===== config.mk =====
export PLATFORM = sky130hd
export DESIGN_NAME = add_pipe
export DESIGN_NICKNAME = d
export VERILOG_FILES = /design/src/rtl/add_pkg.sv /design/src/rtl/add_seg.sv /design/src/rtl/full_adder.sv /design/src/rtl/add_pipe.sv
export SDC_FILE = /design/constraint.sdc
export NUM_CORES = 1
export LEC_CHECK = 0
export CORE_AREA = 2 2 137 139
export CTS_BUF_LIST = sky130_fd_sc_hd__clkbuf_16
export DETAILED_ROUTE_END_ITERATION = 7
export DIE_AREA = 0 0 139 141
export GPL_TIMING_DRIVEN = 0
export PLACE_DENSITY = 0.77
export SLEW_MARGIN = 30
export SYNTH_ARGS = -nofsm -noshare
export SYNTH_HDL_FRONTEND = slang
export SYNTH_SLANG_ARGS = --single-unit

===== constraint.sdc =====
create_clock -name i_clk -period 11.05 [get_ports i_clk]
set_input_delay 2.21 -clock i_clk [delete_from_list [all_inputs] [get_ports i_clk]]
set_output_delay 2.21 -clock i_clk [all_outputs]
set_load 0.02 [all_outputs]

===== src/rtl/add_pkg.sv =====
// add_pkg: shared defaults and segment-count helper for add_pipe
package add_pkg;
  localparam int WIDTH_DEF     = 37;
  localparam int SEG_WIDTH_DEF = 12;
  function automatic int seg_count(input int width, input int seg_width);
    return (width + seg_width - 1) / seg_width;
  endfunction
endpackage


===== src/rtl/add_seg.sv =====
// add_seg: combinational ripple-carry adder for one pipeline segment
module add_seg
  import add_pkg::*;
#(
  parameter int SEG_WIDTH = SEG_WIDTH_DEF
) (
  input  logic [SEG_WIDTH-1:0] i_a,
  input  logic [SEG_WIDTH-1:0] i_b,
  input  logic                 i_c,
  output logic [SEG_WIDTH-1:0] o_s,
  output logic                 o_c
);
  for (genvar i = 0; i < SEG_WIDTH; i++) begin : g_bit
    logic w_ci, w_co;
    if (i == 0) begin : g_c
      assign w_ci = i_c;
    end else begin : g_c
      assign w_ci = g_bit[i-1].w_co;
    end
    full_adder u_fa (.i_a(i_a[i]), .i_b(i_b[i]), .i_c(w_ci), .o_s(o_s[i]), .o_c(w_co));
  end
  assign o_c = g_bit[SEG_WIDTH-1].w_co;
endmodule


===== src/rtl/full_adder.sv =====
// full_adder: one-bit full adder cell
module full_adder (
  input  logic i_a,
  input  logic i_b,
  input  logic i_c,
  output logic o_s,
  output logic o_c
);
  assign o_s = i_a ^ i_b ^ i_c;
  assign o_c = (i_a & i_b) | (i_c & (i_a ^ i_b));
endmodule


===== src/rtl/add_pipe.sv =====
// add_pipe: segmented carry-chain pipelined adder/subtractor with valid/ready flow control
module add_pipe
  import add_pkg::*;
#(
  parameter int WIDTH     = WIDTH_DEF,
  parameter int SEG_WIDTH = SEG_WIDTH_DEF
) (
  input  logic             i_clk,
  input  logic             i_rst,
  input  logic             i_valid,
  output logic             o_ready,
  input  logic [WIDTH-1:0] i_data_one,
  input  logic [WIDTH-1:0] i_data_two,
  input  logic             i_carry,
  input  logic             i_sub,
  output logic             o_valid,
  input  logic             i_ready,
  output logic [WIDTH-1:0] o_data,
  output logic             o_carry,
  output logic             o_overflow
);
  localparam int NSEG = seg_count(WIDTH, SEG_WIDTH);
  logic [NSEG-1:0]  r_v, r_c, w_en, w_v_in, w_c_in, w_co;
  logic [WIDTH-1:0] r_a [NSEG];
  logic [WIDTH-1:0] r_b [NSEG];
  logic [WIDTH-1:0] r_s [NSEG];
  logic [WIDTH-1:0] w_a_in [NSEG];
  logic [WIDTH-1:0] w_b_in [NSEG];
  logic [WIDTH-1:0] w_s_in [NSEG];
  logic [WIDTH-1:0] w_s_nx [NSEG];
  logic             r_ov, w_ov;
  assign w_v_in = NSEG'({r_v, i_valid});
  assign w_c_in = NSEG'({r_c, i_carry ^ i_sub});
  // stage inputs: stage 0 sees the ports with subtract folded into B, later stages see their predecessor
  always_comb begin
    w_a_in[0] = i_data_one;
    w_b_in[0] = i_sub ? ~i_data_two : i_data_two;
    w_s_in[0] = '0;
    for (int k = 1; k < NSEG; k++) begin
      w_a_in[k] = r_a[k-1];
      w_b_in[k] = r_b[k-1];
      w_s_in[k] = r_s[k-1];
    end
  end
  for (genvar k = 0; k < NSEG; k++) begin : g_seg
    localparam int LO = k * SEG_WIDTH;
    localparam int SW = (WIDTH - LO < SEG_WIDTH) ? WIDTH - LO : SEG_WIDTH;
    logic [SW-1:0] w_sum;
    add_seg #(.SEG_WIDTH(SW)) u_seg (
      .i_a(w_a_in[k][LO +: SW]),
      .i_b(w_b_in[k][LO +: SW]),
      .i_c(w_c_in[k]),
      .o_s(w_sum),
      .o_c(w_co[k])
    );
    assign w_s_nx[k] = w_s_in[k] | (WIDTH'(w_sum) << LO);
  end
  assign w_ov = (w_a_in[NSEG-1][WIDTH-1] == w_b_in[NSEG-1][WIDTH-1]) &&
                (w_s_nx[NSEG-1][WIDTH-1] != w_a_in[NSEG-1][WIDTH-1]);
  // a stage loads when empty or when its own content moves on this cycle, chained back from i_ready
  always_comb begin : p_en
    logic w_nx;
    w_nx = i_ready;
    w_en = '0;
    for (int k = NSEG - 1; k >= 0; k--) begin
      w_nx    = !r_v[k] || w_nx;
      w_en[k] = w_nx;
    end
  end
  // stage registers: valid bits and results clear on reset, operands just follow the load enable
  always_ff @(posedge i_clk) begin
    if (i_rst) begin
      r_v  <= '0;
      r_c  <= '0;
      r_ov <= 1'b0;
      for (int k = 0; k < NSEG; k++) r_s[k] <= '0;
    end else begin
      for (int k = 0; k < NSEG; k++)
        if (w_en[k]) begin
          r_v[k] <= w_v_in[k];
          r_c[k] <= w_co[k];
          r_a[k] <= w_a_in[k];
          r_b[k] <= w_b_in[k];
          r_s[k] <= w_s_nx[k];
        end
      if (w_en[NSEG-1]) r_ov <= w_ov;
    end
  end
  assign o_ready    = w_en[0];
  assign o_valid    = r_v[NSEG-1];
  assign o_data     = r_s[NSEG-1];
  assign o_carry    = r_c[NSEG-1];
  assign o_overflow = r_ov;
endmodule


# [Word-level counts from Yosys, hierarchy flattened]
# Memory sizes are Yosys's and may differ from the RTL's.
# Index checks and enable logic that the tools add are counted.
[classes] eq_ne=2 n_reduce_logical=9 n_bitwise=194 n_mux=19
[ops] cell="$mux W37" n=5
[ops] cell="$xor A1 B1 Y1" n=75
[ops] cell="$and A1 B1 Y1" n=74
[ops] cell="$or A1 B1 Y1" n=41
[ops] cell="$not A37 Y37" n=1
[ops] cell="$or A37 B24 Y37" n=1
[ops] cell="$or A37 B36 Y37" n=1
[ops] cell="$or A37 B37 Y37" n=1
[ops] cell="$mux W1" n=14
[ops] cell="$logic_not A1 Y1" n=4
[ops] cell="$logic_or A1 B1 Y1" n=4
[ops] cell="$eq A1 B1 Y1" n=1
[ops] cell="$logic_and A1 B1 Y1" n=1
[ops] cell="$ne A1 B1 Y1" n=1
[totals] ramBits=444 n_memories=3 output_inout_bits=41 register_bits=9
[memory_table] name="r_a" depth=4 word_bits=37 read_ports=3 rd_clocked_by_memory_dff=0 write_ports=4 line_no="add_pipe.sv:24" source="logic [WIDTH-1:0] r_a [NSEG];"
[memory_table] name="r_b" depth=4 word_bits=37 read_ports=3 rd_clocked_by_memory_dff=0 write_ports=4 line_no="add_pipe.sv:25" source="logic [WIDTH-1:0] r_b [NSEG];"
[memory_table] name="r_s" depth=4 word_bits=37 read_ports=4 rd_clocked_by_memory_dff=0 write_ports=4 line_no="add_pipe.sv:26" source="logic [WIDTH-1:0] r_s [NSEG];"

# [Longest topological paths before layout]
# Gate-level depths: netlist of the first run.
[depth] ltp_word=27 depth_mapped=21 depth_no_buf=19

# [By module]
# A second synthesis of the first run with hierarchy kept.
[hier_totals] cells_unflattened=431 area_unflattened_um2=7897.6
[modules_own_cells] module="add_pipe" cells_each=394 instances=1 area_each_um2=7156.9
[modules_own_cells] module="full_adder" cells_each=1 instances=37 area_each_um2=20.0

# [Worst setup path before layout of the first run]
# OpenSTA, ideal clock, no wires.
[synth_timing] kind="input port to flip-flop" startpoint="input port i_sub" endpoint="memory r_s[0][11] (netlist bit) (data pin)" setup_time_ps=253 stages=20 arrival_time_ps=7334 path_slack_ps=3463 required_ps=10797 cell_sequence="buf_2 buf_2 xor2_1 fa_1 inv_1 fa_1 fa_1 fa_1 fa_1 fa_1 fa_1 fa_1 fa_1 inv_1 fa_1 inv_1 fa_1 inv_1 fa_1 and2_4"
[synth_rtl] item="from (decl)" line_no="add_pipe.sv:15" source="input logic i_sub,"
[synth_rtl] item="to (decl)" line_no="add_pipe.sv:26"

==> results of run 1 <==
-- kinds of logic after synthesis --
kind of cell    share of synthesized area
flops                               0.727
simple gates                       0.0989
buf+inv                            0.0270
xor+xnor                           0.0429
fa+ha+maj                          0.0945
compound gates                    0.00926
-- final timing paths --
| path | start | to | slack, ns |
|---|---|---|---|
| hold / removal | r_b[0][30] | r_b[1][30] | 0.42 |
| setup / recovery | i_sub | r_s[0][11] | 3.49 |
| setup reg to reg | r_a[0][12] | r_s[1][23] | 4.93 |
| hold reg to reg | r_b[0][30] | r_b[1][30] | 0.42 |
-- stage by stage --
step	total power, W	hold WS [ns]
floorplan	0.00104	0.400
global placement	0.00112	0.405
detailed placement	0.00113	0.405
CTS	0.00174	0.419
finish	0.00173	0.418
global route	0.00180	0.424
-- worst max-delay path: cells and delay by family --
kind,cells,cell delay (ns)
xor+xnor,1,0.23
fa+ha+maj,12,4.25
buf+inv,6,0.92
simple gates,1,0.14
-- final cells by class --
| cell class | count | area share |
|---|---|---|
| sequential | 196 | 0.573 |
| multi-input combinational | 218 | 0.194 |
| timing repair buffer | 122 | 0.123 |
| clock buffer | 17 | 0.0420 |
| tap | 234 | 0.0289 |
| clock inverter | 15 | 0.0186 |
| inverter | 33 | 0.0125 |
| buffer | 17 | 0.00878 |
-- state kept, by name, summed over array words and instances (netlist names) --
register	count
r_v	4
r_s	109
r_b	39
r_c	4
o_overflow	1
r_a	39
-- per-layer routing --
layer  part of all wire  wire length (µm)
met1               0.42              5190
met2               0.51              6250
met3              0.043               522
met4              0.023               281
met5                  0                 0
-- cell usage in the layout, fill, tap and decap left out, types with 2 or more instances in the layout --
cell type / instances
edfxtp_1: 187
clkdlybuf4s50_1: 119
and2_1: 92
fa_1: 37
inv_1: 32
xor2_1: 30
clkbuf_16: 17
nor2_1: 14
xnor2_1: 9
dfxtp_1: 9
buf_2: 8
clkbuf_1: 6
a21oi_1: 6
inv_8: 5
buf_6: 4
nand2_1: 3
nor2b_1: 3
nor3_1: 3
and2_4: 3
clkinv_8: 3
inv_6: 3
clkinv_4: 3
nand3b_1: 2
a211oi_1: 2
or3_1: 2
-- report_power, final --
group          switching (W)  internal [W]  leakage [nW]
logic              0.0000897      0.000100          1.48
clock network       0.000290      0.000327         0.301
registers          0.0000217      0.000900          2.13
total               0.000401       0.00133          3.92
==> flow_metrics.env, run 1 <==
export IMPL_cts_hold_fix_buffers=0
export IMPL_synth_top_cell_by_area="edfxtp_1"
export IMPL_grt_usage=0.133
export IMPL_vias=3775
export IMPL_setup_ws_ns=3.49
export IMPL_synth_avg_cell_area_um2=17.2
export IMPL_grt_ovfl_total=0
export IMPL_p_leak_nw=3.92
export IMPL_vdd_drop_max_mv=0.105
export IMPL_syn_instance_count=464
export IMPL_tritoncts="built"
export IMPL_ys_async_sr_fraction=0
export IMPL_fin_util=0.554
export IMPL_wire_per_inst_um=14.4
export IMPL_grt_start_max_net_pins=54
export IMPL_stdcell_area_mm2=0.0101
export IMPL_yosysMostFrequentCell="edfxtp_1"
export IMPL_ctsResizeCount=0
export IMPL_pre_cts_ws_ns=3.04
export IMPL_post_place_cells=820
export IMPL_fin_nets=723
export IMPL_synth_area_leaders="edfxtp_1 (70%), fa_1 (9.3%), and2_1 (7.2%)"
export IMPL_hold_viol_final=0
export IMPL_ys_seq_elements=196
export IMPL_htree_num_levels=4
export IMPL_fin_cells=852
export IMPL_crit_chain="buf_2 > buf_2 > xor2_1 > fa_1 > inv_1 > fa_1 > fa_1 > fa_1 > fa_1 > fa_1 > fa_1 > fa_1 > fa_1 > inv_1 > fa_1 > inv_1 > fa_1 > inv_1 > fa_1 > and2_4"
export IMPL_netlist_area_mm2=0.00797
export IMPL_clkTransAtPathRegs_ns=0.07
export IMPL_setup_tns_ns=0
export IMPL_core_mm2=0.0183
export IMPL_multiInputGateArea_mm2=0.00196
export IMPL_hold_path_class="reg -> reg"
export IMPL_dpl_hpwl_mm=9.16
export IMPL_cts_root_buf="clkbuf_16"
export IMPL_crit_path_frequent_cell="fa_1"
export IMPL_area_delta_synth_final_pct=27.0
export IMPL_post_route_period_util=0.684
export IMPL_cp_end_kind="flop"
export IMPL_outcome="finished clean"
export IMPL_remaining_drc_errors=0
export IMPL_worstHoldPathCells=0
export IMPL_tightest_slew_ns=0.885
export IMPL_placed_area_mm2=0.00950
export IMPL_drive_above_1_share=0.0874
export IMPL_cts_buffers=17
export IMPL_cts_max_path_buffers=2
export IMPL_rsz0062_at_grt="false"
export IMPL_n_antenna_cell=0
export IMPL_finalCriticalPeriod_ns=7.56
export IMPL_yosysTopAreaCellShare=0.705
export IMPL_maxSlewViolCount=0
export IMPL_max_freq_ghz=0.132
export IMPL_grt_pass1_vias=3999
export IMPL_vias_per_cell=4.43
export IMPL_clk_insertion_delay_late_ns=0.43
export IMPL_power_density_mw_per_mm2=171
export IMPL_num_rows=50
export IMPL_cpMaxStageDelayCell="fa_1"
export IMPL_finClkSkew_ns=0.00732
export IMPL_nFillCells=1407
export IMPL_port_buffers=119
export IMPL_slowest_delay_ns=0.41
export IMPL_fp_dieH_um=141
export IMPL_cts_sinks=196
export IMPL_ys_flop_type="edfxtp_1"
export IMPL_setup_viol=0
export IMPL_synthTopCellsByCount="edfxtp_1 (187), and2_1 (92), fa_1 (37)"
export IMPL_ff_latch_area_mm2=0.00580
export IMPL_initial_core_util=0.436
export IMPL_startpoint_type="primary input"
export IMPL_grt_most_used_layer="met2"
export IMPL_antenna_left=0
export IMPL_die_w_um=139
export IMPL_yosysWarnings=0
export IMPL_drv_cap=0
export IMPL_synth_cell_type_count=33
export IMPL_crit_type="in -> reg"
export IMPL_synth_nets=582
export IMPL_use_met3=0.0319
export IMPL_place_congestion=0.822
export IMPL_worstPathArrival_ns=7.74
export IMPL_die_area_mm2=0.0196
export IMPL_grt_met1_usage=0.165
export IMPL_worst_r2r_cell_count=16
export IMPL_antenna_found_initial=0
export IMPL_required_ns=11.23
export IMPL_cts_setup_buffers=0
export IMPL_slew_headroom=0.410
export IMPL_pin_count=121
export IMPL_synth_edff_count=187
export IMPL_drt_iter0_markers=205
export IMPL_synth_seq_area_share=0.727
export IMPL_crit_path_max_fanout=10
export IMPL_use_met2=0.224
export IMPL_routed_wl_mm=12.2
export IMPL_first_pass_iters=4
export IMPL_grt_pass1_wl_mm=20.0
No activity file was read; power rests on OpenSTA's default activity.
==> run 2: changes to the inputs <==
==> constraint.sdc (replaced) <==
create_clock -name i_clk -period 7.11 [get_ports i_clk]
set_input_delay 1.422 -clock i_clk [delete_from_list [all_inputs] [get_ports i_clk]]
set_output_delay 1.422 -clock i_clk [all_outputs]
set_load 0.02 [all_outputs]
==> results of run 2 <==
Same layout as run 1 (identical final DEF). Status: finished clean.
Among the figures that moved: setup slack after placement 3.04 ns -> -0.114 ns; setup slack after layout 3.49 ns -> 0.342 ns; register-to-register setup slack 4.93 ns -> 0.99 ns; total power 0.00173 W -> 0.00269 W; worst IR drop on VDD 0.105 mV -> 0.164 mV
==> run 3: changes to the inputs <==
--- a/config.mk
+++ b/config.mk
@@ -5,12 +5,14 @@
 export SDC_FILE = /design/constraint.sdc
 export NUM_CORES = 1
 export LEC_CHECK = 0
-export CORE_AREA = 2 2 137 139
+export ABC_AREA = 1
+export CORE_AREA = 2 2 131 133
 export CTS_BUF_LIST = sky130_fd_sc_hd__clkbuf_16
 export DETAILED_ROUTE_END_ITERATION = 7
-export DIE_AREA = 0 0 139 141
+export DIE_AREA = 0 0 133 135
 export GPL_TIMING_DRIVEN = 0
-export PLACE_DENSITY = 0.77
+export PLACE_DENSITY = 0.83
+export SETUP_SLACK_MARGIN = 0.4
 export SLEW_MARGIN = 30
 export SYNTH_ARGS = -nofsm -noshare
 export SYNTH_HDL_FRONTEND = slang
==> flow_metrics.env, run 3 <==
export IMPL_grt_start_max_net_pins=38
export IMPL_ff_latch_area_mm2=0.00580
export IMPL_stdcell_area_mm2=0.0102
export IMPL_ys_flop_type="edfxtp_1"
export IMPL_finalCriticalPeriod_ns=6.54
export IMPL_remaining_drc_errors=0
export IMPL_n_antenna_cell=0
export IMPL_layout_commonest_cell="edfxtp_1"
export IMPL_startpoint_type="primary input"
export IMPL_fin_nets=825
export IMPL_rrSetupSlack_ns=1.01
export IMPL_grt_pass1_vias=4224
export IMPL_yosysTopAreaCellShare=0.694
export IMPL_pin_count=121
export IMPL_vdd_drop_max_mv=0.148
export IMPL_crit_type="in -> reg"
export IMPL_hold_path_class="reg -> reg"
export IMPL_port_buffers=119
export IMPL_ys_seq_elements=196
export IMPL_synth_seq_area_share=0.716
export IMPL_crit_chain="clkdlybuf4s50_1 > xor2_2 > fa_1 > inv_1 > fa_1 > fa_1 > fa_2 > fa_1 > fa_2 > fa_1 > fa_1 > fa_1 > inv_1 > fa_1 > inv_1 > fa_1 > inv_1 > fa_1 > inv_1 > nor2_1"
export IMPL_largest_registers="r_s: 109 flops, r_a: 39 flops, r_b: 39 flops"
export IMPL_die_w_um=133
export IMPL_drive_above_1_share=0.0792
export IMPL_nFillCells=1140
export IMPL_yosysMostFrequentCell="edfxtp_1"
export IMPL_fin_cells=940
export IMPL_antenna_found_initial=0
export IMPL_tritoncts="built"
export IMPL_largest_reg_flops=109
export IMPL_outcome="finished clean"
export IMPL_synth_nets=685
export IMPL_dpl_hpwl_mm=9.65
export IMPL_num_rows=47
export IMPL_maxSlewViolCount=0
export IMPL_grt_ovfl_total=0
export IMPL_clkTransAtPathRegs_ns=0.06
export IMPL_antenna_left=0
export IMPL_slew_headroom=0.440
export IMPL_placed_area_mm2=0.00962
export IMPL_grt_usage=0.153
export IMPL_finClkSkew_ns=0.0108
export IMPL_wire_per_inst_um=13.8
export IMPL_power_density_mw_per_mm2=257
export IMPL_netlist_area_mm2=0.00809
export IMPL_ys_async_sr_fraction=0
export IMPL_htree_num_levels=4
export IMPL_hold_viol_final=0
export IMPL_post_place_cells=908
export IMPL_clk_insertion_delay_late_ns=0.43
export IMPL_post_route_period_util=0.919
export IMPL_crit_start="i_data_two[0]"
export IMPL_required_ns=7.29
export IMPL_place_congestion=0.790
export IMPL_cts_root_buf="clkbuf_16"
export IMPL_routed_wl_mm=13.0
export IMPL_slowest_delay_ns=0.51
export IMPL_crit_path_max_fanout=1
export IMPL_p_leak_nw=4.10
export IMPL_cp_end_kind="flop"
export IMPL_rsz0062_at_grt="false"
export IMPL_multiInputGateArea_mm2=0.00169
export IMPL_area_delta_synth_final_pct=26.0
export IMPL_worstPathArrival_ns=6.71
export IMPL_initial_core_util=0.493
export IMPL_top_register="r_s"
export IMPL_timing_rr_start="r_a[1][24]"
export IMPL_core_mm2=0.0164
export IMPL_cts_hold_fix_buffers=0
export IMPL_worstSetupEndpoint="r_s[0][11]"
export IMPL_holdWs_ns=0.420
export IMPL_vias=4067
export IMPL_synth_cell_type_count=22
export IMPL_synthTopCellsByCount="edfxtp_1 (187), inv_1 (134), nor2_1 (111)"
export IMPL_fp_dieH_um=135
export IMPL_cts_sinks=196
export IMPL_drt_iter0_markers=250
export IMPL_crit_path_frequent_cell="fa_1"
export IMPL_synth_top_cell_by_area="edfxtp_1"
export IMPL_cts_buffers=17
export IMPL_cts_max_path_buffers=2
export IMPL_drv_cap=0
export IMPL_setup_viol=0
export IMPL_die_area_mm2=0.0180
export IMPL_synth_area_leaders="edfxtp_1 (69%), fa_1 (9.2%), inv_1 (6.2%)"
export IMPL_cpMaxStageDelayCell="clkdlybuf4s50_1"
export IMPL_vias_per_cell=4.33
export IMPL_worst_r2r_cell_count=16
export IMPL_final_cell_mix="edfxtp_1 (187), inv_1 (134), clkdlybuf4s50_1 (119), nor2_1 (111), fa_1 (35)"
export IMPL_max_freq_ghz=0.153
export IMPL_tightest_slew_ns=0.835
export IMPL_reg2reg_to="r_s[2][35]"
export IMPL_synth_edff_count=187
export IMPL_grt_pass1_wl_mm=20.9
export IMPL_syn_instance_count=567
export IMPL_yosysWarnings=0
export IMPL_setup_tns_ns=0
export IMPL_synth_avg_cell_area_um2=14.3
export IMPL_fin_util=0.622
export IMPL_first_pass_iters=6
## run 3: worst min path at each step
stage	from	to	slack [ns]	depth (start not counted)
6_report	r_b[0][29]	r_b[1][29]	0.42	0
3_3_place_gp	r_a[0][31]	r_a[1][31]	0.40	0
4_1_cts	r_b[0][29]	r_b[1][29]	0.42	0
2_1_floorplan	r_a[0][24]	r_a[1][24]	0.40	0
5_1_grt	r_b[0][33]	r_b[1][33]	0.42	0
3_5_place_dp	r_b[0][29]	r_b[1][29]	0.40	0
## run 3: critical path, delay by kind of cell
kind	cells	cell delay [ns]
simple gates	1	0.04
xor+xnor	1	0.16
buf+inv	6	0.86
fa+ha+maj	12	4.24
## run 3: layout make-up
cell class	count	area share
Buffer	16	0.0120
Inverter	134	0.0493
Sequential cell	196	0.568
Tap cell	220	0.0270
Clock inverter	15	0.0137
Timing Repair Buffer	121	0.122
Clock buffer	17	0.0417
Multi-Input combinational cell	221	0.166
## run 3: routing by layer
metal  up-vias  GRT usage  share of wire
met1      1886      0.185           0.42
met2       104      0.269           0.52
li1       2054          -              -
met4         0     0.0597          0.020
met3        23     0.0319          0.039
met5         -          0              0
## run 3: through the flow
stage	power [W]	worst slack (ns)
4_1_cts	0.00264	0.487
5_1_grt	0.00272	0.401
2_1_floorplan	0.00160	0.495
6_report	0.00262	0.574
3_3_place_gp	0.00171	0.207
3_5_place_dp	0.00174	0.0452
## run 3: repair_timing
item | 4_1_cts | 5_1_grt
gates resized for setup | 0 | 3
endpoints found under the setup margin | 0 | 1
buffers inserted | 0 | 0
hold endpoints to repair | 0 | 0
## run 3: power breakdown
group | internal, W | switching (W) | total [W] | leakage, nW
registers | 0.00138 | 0.0000325 | 0.00141 | 2.13
logic | 0.000146 | 0.000155 | 0.000301 | 1.68
clock network | 0.000515 | 0.000394 | 0.000909 | 0.282
total | 0.00204 | 0.000582 | 0.00262 | 4.10
## run 3: cell families (layout without fill, tap and decap cells)
group,count (synthesis),count (layout),synth area share
compound gates,7,7,0.00433
xor+xnor,38,38,0.0411
fa+ha+maj,38,38,0.0931
buf+inv,150,303,0.0773
flops,196,196,0.716
simple gates,138,138,0.0679
